===== src/rtl/chan_mux_pkg.sv =====
// Shared encodings for the channel scan multiplexer: mode input values and FSM states.
package chan_mux_pkg;

  localparam logic MODE_MANUAL = 1'b0;
  localparam logic MODE_SCAN   = 1'b1;

  typedef enum logic {
    MANUAL = 1'b0,
    SCAN   = 1'b1
  } state_t;

endpackage


===== src/rtl/chan_scan_mux_scan_counter.sv =====
// Dwell counter plus wrapping channel pointer for auto-scan mode.
// tick marks the last dwell cycle; the pointer advances only on an enabled tick.
module scan_counter #(
  parameter int  NUM_CH = 6,
  parameter int  DWELL  = 4,
  localparam int SEL_W  = $clog2(NUM_CH)
) (
  input  logic             clk,
  input  logic             rst_n,
  input  logic             enable,
  input  logic             clear,
  output logic             tick,
  output logic [SEL_W-1:0] ptr
);

  // DWELL=1 still needs a one-bit counter; it simply never leaves zero.
  localparam int               CNT_W    = (DWELL > 1) ? $clog2(DWELL) : 1;
  localparam logic [CNT_W-1:0] CNT_LAST = CNT_W'(DWELL - 1);
  localparam logic [SEL_W-1:0] PTR_LAST = SEL_W'(NUM_CH - 1);

  logic [CNT_W-1:0] cnt;

  assign tick = (cnt == CNT_LAST);

  always_ff @(posedge clk or negedge rst_n) begin
    if (!rst_n) begin
      cnt <= '0;
      ptr <= '0;
    end else if (clear) begin
      cnt <= '0;
      ptr <= '0;
    end else if (enable) begin
      if (tick) begin
        cnt <= '0;
        ptr <= (ptr == PTR_LAST) ? '0 : ptr + 1'b1;
      end else begin
        cnt <= cnt + 1'b1;
      end
    end
  end

endmodule


===== src/rtl/chan_scan_mux.sv =====
// Registered N:1 channel selector with manual select and auto-scan modes,
// delivering a channel-tagged word over a valid/ready handshake.
//
//   state  | meaning
//   MANUAL | sel picks the channel; capture on every free cycle
//   SCAN   | pointer walks all channels, one capture per DWELL cycles
module chan_scan_mux
  import chan_mux_pkg::*;
#(
  parameter int  NUM_CH = 6,
  parameter int  WIDTH  = 4,
  parameter int  DWELL  = 4,
  localparam int SEL_W  = $clog2(NUM_CH)
) (
  input  logic                    clk,
  input  logic                    rst_n,
  input  logic                    mode,
  input  logic [SEL_W-1:0]        sel,
  input  logic [NUM_CH*WIDTH-1:0] data_in,
  output logic [WIDTH-1:0]        out_data,
  output logic [SEL_W-1:0]        out_ch,
  output logic                    out_valid,
  input  logic                    out_ready,
  output logic                    sel_err
);

  localparam logic [SEL_W:0] NUM_CH_EXT = (SEL_W + 1)'(NUM_CH);

  state_t             state_q, state_d;
  logic               free;
  logic               take_manual, take_scan, capture;
  logic               cnt_enable, cnt_clear;
  logic               tick;
  logic [SEL_W-1:0]   ptr;
  logic               sel_in_range;
  logic [WIDTH-1:0]   manual_word, scan_word;
  logic [WIDTH-1:0]   cap_data;
  logic [SEL_W-1:0]   cap_ch;
  logic               cap_err;

  assign free         = !out_valid || out_ready;
  assign sel_in_range = ({1'b0, sel} < NUM_CH_EXT);

  always_comb begin
    manual_word = '0;
    scan_word   = '0;
    for (int k = 0; k < NUM_CH; k++) begin
      if (sel == SEL_W'(k)) manual_word = data_in[k*WIDTH +: WIDTH];
      if (ptr == SEL_W'(k)) scan_word   = data_in[k*WIDTH +: WIDTH];
    end
  end

  scan_counter #(
    .NUM_CH (NUM_CH),
    .DWELL  (DWELL)
  ) u_scan_counter (
    .clk    (clk),
    .rst_n  (rst_n),
    .enable (cnt_enable),
    .clear  (cnt_clear),
    .tick   (tick),
    .ptr    (ptr)
  );

  always_ff @(posedge clk or negedge rst_n) begin
    if (!rst_n) state_q <= MANUAL;
    else        state_q <= state_d;
  end

  // Mode is acted on in the cycle it is seen; only entry into scan costs a cycle.
  always_comb begin
    state_d     = state_q;
    take_manual = 1'b0;
    take_scan   = 1'b0;
    cnt_enable  = 1'b0;
    cnt_clear   = 1'b0;
    case (state_q)
      MANUAL: begin
        if (mode == MODE_SCAN) begin
          state_d   = SCAN;
          cnt_clear = 1'b1;
        end else begin
          take_manual = 1'b1;
        end
      end
      SCAN: begin
        if (mode == MODE_MANUAL) begin
          state_d     = MANUAL;
          take_manual = 1'b1;
        end else begin
          cnt_enable = !tick || free;
          take_scan  = tick;
        end
      end
      default: state_d = MANUAL;
    endcase
  end

  always_comb begin
    capture  = free && (take_manual || take_scan);
    cap_data = '0;
    cap_ch   = '0;
    cap_err  = 1'b0;
    if (take_scan) begin
      cap_data = scan_word;
      cap_ch   = ptr;
    end else if (take_manual) begin
      cap_data = sel_in_range ? manual_word : '0;
      cap_ch   = sel;
      cap_err  = !sel_in_range;
    end
  end

  always_ff @(posedge clk or negedge rst_n) begin
    if (!rst_n) begin
      out_valid <= 1'b0;
      out_data  <= '0;
      out_ch    <= '0;
      sel_err   <= 1'b0;
    end else if (capture) begin
      out_valid <= 1'b1;
      out_data  <= cap_data;
      out_ch    <= cap_ch;
      sel_err   <= cap_err;
    end else if (out_ready) begin
      out_valid <= 1'b0;
    end
  end

endmodule


===== config.mk =====
export PLATFORM = sky130hd
export DESIGN_NAME = chan_scan_mux
export DESIGN_NICKNAME = d
export VERILOG_FILES = /design/src/rtl/chan_mux_pkg.sv /design/src/rtl/chan_scan_mux_scan_counter.sv /design/src/rtl/chan_scan_mux.sv
export SDC_FILE = /design/constraint.sdc
export NUM_CORES = 1
export LEC_CHECK = 0
export BUFFER_PORTS_ARGS = -buffer_cell sky130_fd_sc_hd__buf_2
export CAP_MARGIN = 20
export CORE_AREA = 2 2 54 56
export CTS_CLUSTER_SIZE = 24
export DETAILED_ROUTE_END_ITERATION = 10
export DIE_AREA = 0 0 56 58
export GPL_TIMING_DRIVEN = 0
export PLACE_DENSITY = 0.78
export RECOVER_POWER = 25
export SLEW_MARGIN = 20
export SYNTH_ARGS = -nofsm -noshare
export SYNTH_HDL_FRONTEND = slang
export SYNTH_SLANG_ARGS = --single-unit

===== constraint.sdc =====
create_clock -name clk -period 2.3 [get_ports clk]
set_clock_uncertainty 0.2 [all_clocks]
set_input_delay 0.575 -clock clk [delete_from_list [all_inputs] [get_ports clk]]
set_output_delay 0.575 -clock clk [all_outputs]
set_load 0.03 [all_outputs]

# After elaboration in Yosys (flattened, before gate mapping)
# Cells that the tools add are included.
classes:
  addsub: 2
  magnitude_cmp: 1
  n_eq_ne: 11
  mux: 35
  n_reduce_logical: 13
ops:
  columns: ["op", "count"]
  rows:
  - ["4-bit two-way mux", 15]
  - ["3-bit two-way mux", 6]
  - ["3-bit by 2-bit equality test with 1-bit output (second input constant)", 4]
  - ["3-bit equality test (second input constant)", 4]
  - ["1-bit two-way mux", 11]
  - ["3-bit by 1-bit equality test with 1-bit output (second input constant)", 2]
  - ["3-bit logical NOT", 2]
  - ["2-bit two-way mux", 3]
  - ["2-bit nonzero test", 3]
  - ["3-bit by 1-bit adder with 3-bit output (second input constant)", 1]
  - ["1-bit logical NOT", 3]
  - ["1-bit logical OR", 3]
  - ["3-bit < comparator (second input constant)", 1]
  - ["2-bit by 1-bit adder with 2-bit output (second input constant)", 1]
  - ["2-bit equality test (second input constant)", 1]
  - ["2-bit AND reduction", 1]
  - ["1-bit logical AND", 1]
word_totals:
  ff_bits: 15
  in_bits: 31
  out_inout_bits: 9
  word_cells: 69

# Longest topological paths before layout
logic_depth:
  word_depth: 10
  mapped_depth: 8
  depth_no_buf: 6

# Modules after synthesis
# A second synthesis with hierarchy kept.
unflattened:
  cells_unflattened: 135
  hier_area_um2: 1174.9
modules_own_cells:
  columns: ["module", "n_inst", "cells_each", "area_each_um2", "seq_area_each_um2"]
  rows:
  - ["chan_scan_mux", 1, 114, 923.4, 250.2]
  - ["scan_counter", 1, 21, 251.5, 125.1]

# Worst setup path before layout
# OpenSTA, ideal clock, no wires.
synth_timing:
  kind: "reg2reg"
  start: "register u_scan_counter.ptr[0]"
  end: "register out_data[3]"
  setup_ns: 0.126
  t_arrival_ns: 1.646
  required_ns: 1.974
  setup_slack_ns: 0.328
  stages_incl_launch_ff: 8
  path_buffers: 2
  synth_period_minus_slack_ns: 1.972
  path_cell_list: "dfrtp_1 buf_6 buf_2 and2_1 ha_1 nor2_1 a221o_1 a221o_1"
synth_via:
  elab_chain_len: 8
  word_cells_on_any_way: 13
  cone_classes: "eq/ne (5); mux (7); reduce/logical (1)"
synth_lines:
  columns: ["item", "line", "rtl"]
  rows:
  - ["from (decl)", "chan_scan_mux_scan_counter.sv:13", "output logic [SEL_W-1:0] ptr"]
  - ["from (signal assigned)", "chan_scan_mux_scan_counter.sv:35", "ptr <= (ptr == PTR_LAST) ? '0 : ptr + 1'b1;"]
  - ["3-bit logical NOT", "chan_scan_mux.sv:49", "if (ptr == SEL_W'(k)) scan_word = data_in[k*WIDTH +: WIDTH];"]
  - ["4-bit two-way mux (5 in a row)", "chan_scan_mux.sv:49", null]
  - ["4-bit two-way mux (*)", "chan_scan_mux.sv:49", null]
  - ["4-bit two-way mux (*)", "chan_scan_mux.sv:104", "if (take_scan) begin"]
  - ["to (signal assigned)", "chan_scan_mux.sv:122", "out_data <= cap_data;"]
  - ["to (decl)", "chan_scan_mux.sv:20", "output logic [WIDTH-1:0] out_data,"]
# Mark *: on every way between the ends. The rest lies on a longest branch, timed or not.
# A chain may end at the register's enable or synchronous reset.

# Worst setup path in the final report
layout_timing:
  start: "register u_scan_counter.ptr[0]"
  end: "register out_data[0]"
# Same word-level chain as after synthesis.

==> results.py <==
metrics = {
    "detailed_routing": {
        "drt_wl_total_mm": 3.13,
        "drt-initial-drc-count": 41,
        "ant_nets": 0,
        "drtPass1Iterations": 4,
        "vias_per_cell": 5.86,
        "routedWlPerCell_um": 15.4,
        "num_vias": 1189,
        "drc": 0,
    },
    "setup_path": {
        "worstSetupPathType": "register to register",
        "ff2ff_setup_slack_ns": 0.13,
        "cp-end-kind": "register",
        "cp_max_fo": 10,
        "rr_endpoint": "out_data[0]",
        "crit-reg2reg-launch": "u_scan_counter.ptr[0]",
        "critPathArrivalTime_ns": 2.16,
        "cp-start-kind": "register",
        "crit_required_ns": 2.29,
        "reg2reg_depth": 8,
    },
    "cells_and_area": {
        "final_cell_area_sq_mm": 0.00144,
        "instances_no_fill": 203,
        "drive_gt1_share_pct": 30.8,
        "diodes": 0,
        "syn2layout_area_growth_pct": 23.2,
        "fin_nets": 206,
    },
    "clock_network": {
        "clkSlewWorstSetupHoldPaths_ns": 0.10,
        "cts_tree": "done",
        "numClockSinks": 15,
        "cts_max_path_buffers": 2,
        "h-tree-depth": 1,
        "insertion_delay_ns": 0.29,
        "cts_buffers": 3,
        "clockRootBuffer": "clkbuf_4",
    },
    "grt": {
        "grt_max_degree": 16,
        "overflow": 0,
        "grt_usage_pct": 20.7,
        "antenna_found_initial": 0,
        "grt_pass1_vias": 1207,
        "grt_first_pass_wirelength_mm": 5.38,
    },
    "place": {
        "dp_hpwl_mm": 2.42,
        "place_congestion": 0.875,
        "io_buffers": 39,
        "dp_slack_ns": 0.0949,
        "post_dp_cell_area_sq_mm": 0.00140,
        "dp_cells": 198,
    },
    "timing": {
        "max_slew_margin_pct": 43.1,
        "slew_viol_final": 0,
        "tns_ns": 0,
        "fin_crit_sh_pct": 94.3,
        "hold_viol_final": 0,
        "worstMarginPinSlew_ns": 0.853,
        "setup_viol": 0,
        "max_freq_mhz": 461,
        "finalCriticalPeriod_ns": 2.17,
        "rsz0062_at_grt": "false",
        "setup_ws_ns": 0.130,
        "whs_ns": 0.225,
    },
    "floorplanning": {
        "die-area_sq_mm": 0.00325,
        "die_w_um": 56,
        "die_y_um": 58,
        "coreArea_sq_mm": 0.00266,
        "rows": 19,
        "start_util_pct": 43.8,
        "pin_count": 40,
    },
    "logic_synthesis": {
        "yosysMostFrequentCell": "dfrtp_1",
        "synthTopCellsByCount": "dfrtp_1, nand2_1, nor2_1",
        "syn-cell-area_sq_mm": 0.00117,
        "async_flop_share_pct": 100,
        "postSynthAreaPerCell_sq_um": 9.11,
        "syn-num-nets": 161,
        "syn_inst": 128,
        "yosysSeqAreaShare_pct": 32.2,
        "synth_cell_types": 38,
        "yosys_warnings": 0,
        "synth_top_cell_by_area": "dfrtp_1",
        "synth_edf_count": 0,
        "synth_seq_cells": 15,
        "synth_top_flop_cell": "dfrtp_1",
        "synth.area.top_cells": "dfrtp_1, mux2i_1, nand2_1, nor2_1, buf_6",
        "yosysTopAreaCellShare_pct": 32.2,
    },
    "pwr": {
        "power.density_mw_per_mm2": 498,
        "vdd_drop_max_v": 0.000459,
        "p_leak_nw": 0.667,
    },
    "min_path": {
        "hold_class": "primary input to register",
        "min_from": "mode",
        "hold_end": "state_q",
        "min_path_cells": 1,
    },
    "outcome": {
        "status": "finished, final reports clean",
    },
    "run": {
        "maxCapViolCount": 0,
    },
}
-- critical path: stages (launching register included) --
cell and delay (ns):
dfrtp_1 0.35, buf_6 0.13, buf_2 0.24, and2_1 0.17
ha_2 0.24, nor2_1 0.09, a221oi_1 0.28, a211oi_1 0.09
a221o_1 0.26
-- state kept, by name (all words and copies together), names as in the netlist --
name / count
out_valid: 1
out_ch: 3
u_scan_counter.cnt: 2
u_scan_counter.ptr: 3
out_data: 4
sel_err: 1
state_q: 1
-- metrics by stage --
stage,utilization (%),power (mW)
final,53.9,0.716
after global routing,53.9,0.756
after CTS,53.9,0.718
after detailed placement,52.6,0.562
after global placement,52.6,0.553
after floorplan,-,0.472
-- power breakdown --
group,total (mW),internal (mW),switching [mW]
clock network,0.158,0.0674,0.0908
registers,0.314,0.294,0.0200
logic,0.244,0.0985,0.145
-- cell type report --
cell class                      instances  area [sq um]
Tap cell                               31          38.8
Inverter                                5          18.8
Buffer                                  8          67.6
Clock buffer                            4          26.3
Timing Repair Buffer                   40           203
Fill cell                             258          1230
Multi-Input combinational cell        100           707
Sequential cell                        15           375
-- worst max path at each step --
| stage | from | end | slack [ns] |
|---|---|---|---|
| after floorplan | u_scan_counter.ptr[0] | out_data[3] | 0.33 |
| after global placement | u_scan_counter.ptr[0] | out_data[3] | 0.11 |
| after detailed placement | u_scan_counter.ptr[0] | out_data[0] | 0.09 |
| after CTS | u_scan_counter.ptr[0] | out_data[0] | 0.08 |
| after global routing | u_scan_counter.ptr[0] | out_data[0] | 0.009 |
| final | u_scan_counter.ptr[0] | out_data[0] | 0.13 |
-- logic make-up after synthesis --
logic type | count (synthesis) | synth area share (%)
AO/OA/AOI/OAI | 41 | 26.4
flip-flops | 15 | 32.2
buffers and inverters | 13 | 7.40
multiplexers | 15 | 15.1
AND/OR/NAND/NOR | 42 | 16.7
adder cells (fa/ha/maj) | 2 | 2.15
-- layer usage --
metal,track usage [%],wire (um)
met2,35.3,1530
met5,0,0
met1,27.0,1360
met4,7.82,29
met3,2.90,206
-- placed cells by master (no fill, tap or decap), types with 4 or more instances in the layout --
cell type,netlist,routed
inv_1,5,5
a21oi_1,7,7
buf_2,3,40
a221oi_1,4,4
nand2_1,13,13
nor2_1,13,13
mux2i_1,12,12
buf_6,4,4
dfrtp_1,15,15
o21ai_0,4,4
nor2b_1,4,4
nand3_1,4,4
a221o_1,4,4
-- repair_timing --
item | CTS | global route
gates resized for setup | 0 | 1
setup endpoints to repair | 0 | 2
buffers inserted | 0 | 0
endpoints found under the hold margin | 15 | 0
hold buffers | 1 | 0
Note: power is estimated with default switching activity, not from simulation.
